**src/rtl/sdram_arb_pkg.sv**
```systemverilog
// sdram_arb_pkg: shared widths, ownership and sequencer state types for sdram_arbiter
package sdram_arb_pkg;
  localparam int ADDR_W = 26;
  localparam int DATA_W = 8;
  typedef enum logic [1:0] {OWN_NONE, OWN_A, OWN_B} own_t;
  typedef enum logic {ST_SYNC, ST_RUN} st_t;
endpackage

```
**src/rtl/sdram_arbiter_if.sv**
```systemverilog
// sdram_arbiter_if: port A (video read), port B (cpu read/write) and sdram controller signals
// slave modport: arbiter side; master modport: clients and controller side
interface sdram_arbiter_if #(
  parameter int ADDR_W = sdram_arb_pkg::ADDR_W,
  parameter int DATA_W = sdram_arb_pkg::DATA_W
);
  logic              a_req;
  logic [ADDR_W-1:0] a_address;
  logic              a_ack;
  logic [DATA_W-1:0] a_out;
  logic              b_req;
  logic [ADDR_W-1:0] b_address;
  logic [DATA_W-1:0] b_in;
  logic              b_we;
  logic              b_ack;
  logic [DATA_W-1:0] b_out;
  logic [ADDR_W-1:0] mem_address;
  logic [DATA_W-1:0] mem_in;
  logic              mem_we;
  logic              mem_ready;
  logic [DATA_W-1:0] mem_out;
  modport slave (
    input  a_req, a_address, b_req, b_address, b_in, b_we, mem_ready, mem_out,
    output a_ack, a_out, b_ack, b_out, mem_address, mem_in, mem_we
  );
  modport master (
    output a_req, a_address, b_req, b_address, b_in, b_we, mem_ready, mem_out,
    input  a_ack, a_out, b_ack, b_out, mem_address, mem_in, mem_we
  );
endinterface

```
**src/rtl/sdram_arb_port.sv**
```systemverilog
// sdram_arb_port: per-port ack pulse, read-data register and optional ack counter
// ports: clock, reset_n, done_i (access completes), load_i (capture data_i), ack_o, out_o
// SDRAM_ARB_STAT_EN adds stat_o, a wrapping 16-bit ack count
module sdram_arb_port #(
  parameter int DATA_W = 8
) (
  input  logic              clock,
  input  logic              reset_n,
  input  logic              done_i,
  input  logic              load_i,
  input  logic [DATA_W-1:0] data_i,
  output logic              ack_o,
  output logic [DATA_W-1:0] out_o
`ifdef SDRAM_ARB_STAT_EN
  ,
  output logic [15:0]       stat_o
`endif
);
  logic              ack_q;
  logic [DATA_W-1:0] out_q, out_d;
  assign out_d = load_i ? data_i : out_q;
  always_ff @(posedge clock or negedge reset_n) begin
    if (!reset_n) begin
      ack_q <= 1'b0;
      out_q <= '0;
    end else begin
      ack_q <= done_i;
      out_q <= out_d;
    end
  end
  assign ack_o = ack_q;
  assign out_o = out_q;
`ifdef SDRAM_ARB_STAT_EN
  logic [15:0] stat_q, stat_d;
  assign stat_d = stat_q + 16'(done_i);
  always_ff @(posedge clock or negedge reset_n) begin
    if (!reset_n) stat_q <= '0;
    else stat_q <= stat_d;
  end
  assign stat_o = stat_q;
`endif
endmodule

```
**src/rtl/sdram_arbiter.sv**
```systemverilog
// sdram_arbiter: two-client front end that launches one sdram access per controller ready pulse
// ports: clock, reset_n, bus (sdram_arbiter_if.slave: client A/B handshakes and controller side)
// SDRAM_ARB_STAT_EN adds stat_a/stat_b ack counters
module sdram_arbiter #(
  parameter int ADDR_W = 26,
  parameter int DATA_W = 8
) (
  input  logic             clock,
  input  logic             reset_n,
  sdram_arbiter_if.slave   bus
`ifdef SDRAM_ARB_STAT_EN
  ,
  output logic [15:0]      stat_a,
  output logic [15:0]      stat_b
`endif
);
  import sdram_arb_pkg::*;
  st_t               st_q, st_d;
  own_t              own_q, own_d;
  logic [ADDR_W-1:0] addr_q, addr_d;
  logic [DATA_W-1:0] din_q, din_d;
  logic              we_q, we_d;
  logic              a_done, b_done, launch_a, launch_b;
  // the port completing at this edge still holds req high, so it sits out this launch
  always_comb begin
    a_done   = bus.mem_ready && st_q == ST_RUN && own_q == OWN_A;
    b_done   = bus.mem_ready && st_q == ST_RUN && own_q == OWN_B;
    launch_a = bus.mem_ready && bus.a_req && !a_done;
    launch_b = bus.mem_ready && !launch_a && bus.b_req && !b_done;
    st_d     = bus.mem_ready ? ST_RUN : st_q;
    own_d    = bus.mem_ready ? (launch_a ? OWN_A : launch_b ? OWN_B : OWN_NONE) : own_q;
    addr_d   = launch_a ? bus.a_address : launch_b ? bus.b_address : addr_q;
    din_d    = launch_b ? bus.b_in : din_q;
    we_d     = bus.mem_ready ? (launch_b && bus.b_we) : we_q;
  end
  always_ff @(posedge clock or negedge reset_n) begin
    if (!reset_n) begin
      st_q   <= ST_SYNC;
      own_q  <= OWN_NONE;
      addr_q <= '0;
      din_q  <= '0;
      we_q   <= 1'b0;
    end else begin
      st_q   <= st_d;
      own_q  <= own_d;
      addr_q <= addr_d;
      din_q  <= din_d;
      we_q   <= we_d;
    end
  end
  assign bus.mem_address = addr_q;
  assign bus.mem_in      = din_q;
  assign bus.mem_we      = we_q;
  sdram_arb_port #(.DATA_W(DATA_W)) u_a (
    .clock   (clock),
    .reset_n (reset_n),
    .done_i  (a_done),
    .load_i  (a_done),
    .data_i  (bus.mem_out),
    .ack_o   (bus.a_ack),
    .out_o   (bus.a_out)
`ifdef SDRAM_ARB_STAT_EN
    ,
    .stat_o  (stat_a)
`endif
  );
  // we_q still describes the completing access, so writes leave b_out untouched
  sdram_arb_port #(.DATA_W(DATA_W)) u_b (
    .clock   (clock),
    .reset_n (reset_n),
    .done_i  (b_done),
    .load_i  (b_done && !we_q),
    .data_i  (bus.mem_out),
    .ack_o   (bus.b_ack),
    .out_o   (bus.b_out)
`ifdef SDRAM_ARB_STAT_EN
    ,
    .stat_o  (stat_b)
`endif
  );
endmodule

```
**src/flat_wrapper.sv**
```systemverilog
// flat-port wrapper written by rule: the top's interface ports become plain ports
module sdram_arbiter_flat import sdram_arb_pkg::*;
#(
  parameter int ADDR_W = 26,
  parameter int DATA_W = 8
)
  (clock, reset_n, bus_a_req, bus_a_address, bus_b_req, bus_b_address, bus_b_in, bus_b_we, bus_mem_ready, bus_mem_out, bus_a_ack, bus_a_out, bus_b_ack, bus_b_out, bus_mem_address, bus_mem_in, bus_mem_we);
  sdram_arbiter_if #(.ADDR_W(ADDR_W), .DATA_W(DATA_W)) bus_i ();
  input  logic clock;
  input  logic reset_n;
  input wire logic [$bits(bus_i.a_req)-1:0] bus_a_req;
  input wire logic [$bits(bus_i.a_address)-1:0] bus_a_address;
  input wire logic [$bits(bus_i.b_req)-1:0] bus_b_req;
  input wire logic [$bits(bus_i.b_address)-1:0] bus_b_address;
  input wire logic [$bits(bus_i.b_in)-1:0] bus_b_in;
  input wire logic [$bits(bus_i.b_we)-1:0] bus_b_we;
  input wire logic [$bits(bus_i.mem_ready)-1:0] bus_mem_ready;
  input wire logic [$bits(bus_i.mem_out)-1:0] bus_mem_out;
  output wire logic [$bits(bus_i.a_ack)-1:0] bus_a_ack;
  output wire logic [$bits(bus_i.a_out)-1:0] bus_a_out;
  output wire logic [$bits(bus_i.b_ack)-1:0] bus_b_ack;
  output wire logic [$bits(bus_i.b_out)-1:0] bus_b_out;
  output wire logic [$bits(bus_i.mem_address)-1:0] bus_mem_address;
  output wire logic [$bits(bus_i.mem_in)-1:0] bus_mem_in;
  output wire logic [$bits(bus_i.mem_we)-1:0] bus_mem_we;
  assign bus_i.a_req = bus_a_req;
  assign bus_i.a_address = bus_a_address;
  assign bus_i.b_req = bus_b_req;
  assign bus_i.b_address = bus_b_address;
  assign bus_i.b_in = bus_b_in;
  assign bus_i.b_we = bus_b_we;
  assign bus_i.mem_ready = bus_mem_ready;
  assign bus_i.mem_out = bus_mem_out;
  assign bus_a_ack = bus_i.a_ack;
  assign bus_a_out = bus_i.a_out;
  assign bus_b_ack = bus_i.b_ack;
  assign bus_b_out = bus_i.b_out;
  assign bus_mem_address = bus_i.mem_address;
  assign bus_mem_in = bus_i.mem_in;
  assign bus_mem_we = bus_i.mem_we;
  sdram_arbiter #(.ADDR_W(ADDR_W), .DATA_W(DATA_W)) u_core (.clock(clock), .reset_n(reset_n), .bus(bus_i));
endmodule
```
**config.mk**
```make
export PLATFORM = sky130hd
export DESIGN_NAME = sdram_arbiter_flat
export DESIGN_NICKNAME = d
export VERILOG_FILES = /design/src/rtl/sdram_arb_pkg.sv /design/src/rtl/sdram_arbiter_if.sv /design/src/rtl/sdram_arb_port.sv /design/src/rtl/sdram_arbiter.sv /design/src/flat_wrapper.sv
export SDC_FILE = /design/constraint.sdc
export NUM_CORES = 1
export LEC_CHECK = 0
export CORE_AREA = 3 3 81 83
export CTS_BUF_LIST = sky130_fd_sc_hd__clkbuf_8
export CTS_CLUSTER_SIZE = 28
export DETAILED_ROUTE_END_ITERATION = 10
export DIE_AREA = 0 0 84 86
export GPL_TIMING_DRIVEN = 0
export PLACE_DENSITY = 0.76
export SYNTH_ARGS = -nofsm -noshare
export SYNTH_HDL_FRONTEND = slang
export SYNTH_SLANG_ARGS = --single-unit
```
**constraint.sdc**
```tcl
create_clock -name clock -period 2.15 [get_ports clock]
set_input_delay 0.43 -clock clock [delete_from_list [all_inputs] [get_ports clock]]
set_output_delay 0.43 -clock clock [all_outputs]
set_load 0.005 [all_outputs]
```
==> results of run 1 <==
-- power by group through the flow --
| stage | Sequential [mW] | Clock [mW] | Combinational (mW) |
|---|---|---|---|
| 6_report | 1.50 | 0.609 | 1.19 |
| 5_1_grt | 1.53 | 0.666 | 1.28 |
| 3_5_place_dp | 1.52 | 0 | 1.21 |
| 4_1_cts | 1.50 | 0.625 | 1.22 |
| 2_1_floorplan | 1.53 | 0 | 0.359 |
| 3_3_place_gp | 1.51 | 0 | 1.18 |
-- per-stage QoR --
stage	area, µm²	power (mW)
after detailed placement	3694	2.732
after floorplan	2323	1.893
final	3791	3.297
after global routing	3791	3.480
after CTS	3791	3.340
after global placement	3679	2.690
-- metal layers --
| layer | track usage | vias up | wire (µm) |
|---|---|---|---|
| met5 | 0 | - | 0 |
| met4 | 0.04386 | 0 | 60 |
| met3 | 0.04803 | 7 | 413 |
| met2 | 0.2842 | 78 | 2874 |
| met1 | 0.2077 | 872 | 2586 |
| li1 | - | 864 | - |
-- worst max path at each step --
stage                       start                    to  slack [ps]  depth (start not counted)
floorplan             u_core.st_q  u_core.bus.mem_in[0]         530                          5
global placement          reset_n  u_core.bus.mem_in[2]       -1070                          1
detailed placement  bus_mem_ready   u_core.u_b.out_o[3]        -180                          4
CTS                 bus_mem_ready   u_core.u_b.out_o[3]         150                          4
global route        bus_mem_ready  u_core.bus.mem_in[7]          50                          5
finish              bus_mem_ready   u_core.u_b.out_o[3]         170                          4
-- sequential cells by signal, indices dropped and copies added (netlist names) --
signal                  count
u_core.u_a.ack_o            1
u_core.own_q                2
u_core.bus.mem_we           1
u_core.st_q                 1
u_core.bus.mem_address     26
u_core.u_a.out_o            8
u_core.bus.mem_in           8
u_core.u_b.ack_o            1
u_core.u_b.out_o            8
-- synthesized netlist by cell type (2+ instances only) --
cell type  number
dfrtp_1        56
buf_2           3
a221o_1        25
buf_4           2
and2_0         23
and2_1          2
or2_2           2
buf_6           3
mux2_2         25
a21o_1          3
nand3_1         2
inv_1           2
-- kinds of logic after synthesis --
group                  after synthesis  share of synthesized area
AND/OR/NAND/NOR                     35                     0.1023
buffers and inverters               11                    0.03231
AO/OA/AOI/OAI                       32                     0.1346
flip-flops                          56                     0.6031
multiplexers                        26                     0.1276
-- final cells by class --
type	instances	area share
plain buffers	9	0.01782
clock buffers	6	0.02178
clock inverters	2	0.003960
inverters	2	0.001980
multi-input cells	93	0.2234
flip-flops and latches	56	0.3696
well taps	75	0.02475
repair buffers	127	0.3366
-- critical path, stage by stage --
cell             delay (ps)
clkdlybuf4s50_1         570
inv_1                   170
nor4_4                  600
mux2_2                  400
-- placed cells by master (no fill, tap or decap) --
cell type        Yosys  routed
clkbuf_1             1       1
o21ai_2              1       1
clkinvlp_4           0       2
dfrtp_1             56      56
nor3_1               1       1
buf_2                3       4
mux2_2              25      25
nor4_4               1       1
clkdlybuf4s50_1      0     125
inv_1                2       2
o21a_1               1       1
buf_4                2       2
a21o_1               3       3
buf_6                3       3
nand3_1              2       2
and2_0              23      23
a22o_1               1       1
clkbuf_8             0       6
nand2_1              1       1
buf_12               0       1
and2_1               2       2
mux2_4               1       1
and3_4               1       1
o221ai_2             1       1
a221o_1             25      25
nand2b_1             1       1
nand3b_2             1       1
or2_2                2       2
==> reports/results.ini, run 1 <==
[pwr]
power.switching_mw=0.8435
seqPwrFrac=0.454
p_sw_frac=0.2559
pwr-share-comb=0.361
cellInternalPower_mw=2.453
power_frac_clock=0.185
powerDensity_nw_per_um2=869.6
ir_drop_mv=0.4248
p_leak_nw=1.566

[yosys]
synth_top_flop_cell=dfrtp_1
syn_avg_cell_area_um2=14.52
synth_top_area_cell=dfrtp_1
synthTopCellsByArea=dfrtp_1 60%, mux2_2 12%, a221o_1 11%, and2_0 6.2%, buf_6 1.5%
synth_top_area_frac=0.6031
yosysUniqueCellTypes=24
synth_edf_count=0
ys_seq_area_frac=0.6031
mappedNetlistArea_um2=2323
async_flop_share=1.000
synth-seq-cells=56
yosys_warnings=0
synth_nets=234
netlist_instances=160

[placed_design]
post-place-cells=362
io_buffer_count=126
gp_congestion=0.7464
hpwl_mm=4.499
dp_slack_ps=-178.1

[sta]
whs_ps=104.1
setup_slack_ps=171.9
fmax_mhz=505.5
fin_skew_ps=6.424
finalMaxSlewViolations=0
tightest_slew_ps=584.1
grt_setup_unrepaired=no
min_period_ps=1978
timing.final.crit_share=0.9200
tns_ps=0
max-slew-margin-rel=0.6077
setup_violations=0
finalHoldViolCount=0

[setup_path]
crit_type=in2reg
critPathRequiredTime_ps=2350
critical_path.max_fanout=8
worst_setup_path_start_kind=primary input
cp-end-kind=register
rrSetupSlack_ps=260
worstReg2RegStart=u_core.st_q
worstPathArrival_ps=2180
r2r-end=u_core.bus.mem_in[0]
worstRegToRegCells=5

[global_routing]
grt_pass1_vias=1927
grt_pass1_wl_mm=9.522
grt_max_degree=34
grtUsageTotal=0.1663
antenna_found_initial=0
overflow=0

[clock_network]
htree_levels=2
cts_resized=0
postCtsSetupRepairBufs=0
cts.clk_slew.worst_paths_ps=90
clk_latency_ps=310
cts_root_buf=clkbuf_8
cts_sinks=56
cts_buffers=5
cts_tree=yes
cts_buffer_depth=2
ctsHoldBuffers=0

[floorplan]
start_util=0.3924
die_w_um=84
io_pins=127
core_area_um2=5921
die_y_um=86
fp-row-count=28
die_area_um2=7224

[drt]
drc=0
drtIter0Drc=26
wl_per_cell_um=16.04
drtAntennaViolNets=0
wl_mm=5.935
first_pass_iters=4
vias=1821
via_per_inst=4.922

[cells_and_area]
multi_input_area_um2=847.1
insertedDiodeCount=0
nets=368
nFillCells=475
drive_above_1_share=0.1729
register_area_um2=1401
syn_to_final_growth_pct=63.17
fin_util=0.6403
instances_no_fill=370

[run]
maxCapViolations=0

[worst_hold_path]
hp-class=in2async

[outcome]
status=complete, no violations

Power figures use the tool's default switching activity.
==> inputs of run 2 (changes only) <==
Settings changed: HOLD_SLACK_MARGIN set to 0.03.
==> results of run 2 <==
Same layout as run 1: the final DEF is identical, and so are final timing and power.
==> inputs of run 3 (changes only) <==
Settings changed: CTS_CLUSTER_DIAMETER set to 80.
==> results of run 3 <==
Same layout as run 1: the final DEF is identical, and so are final timing and power.
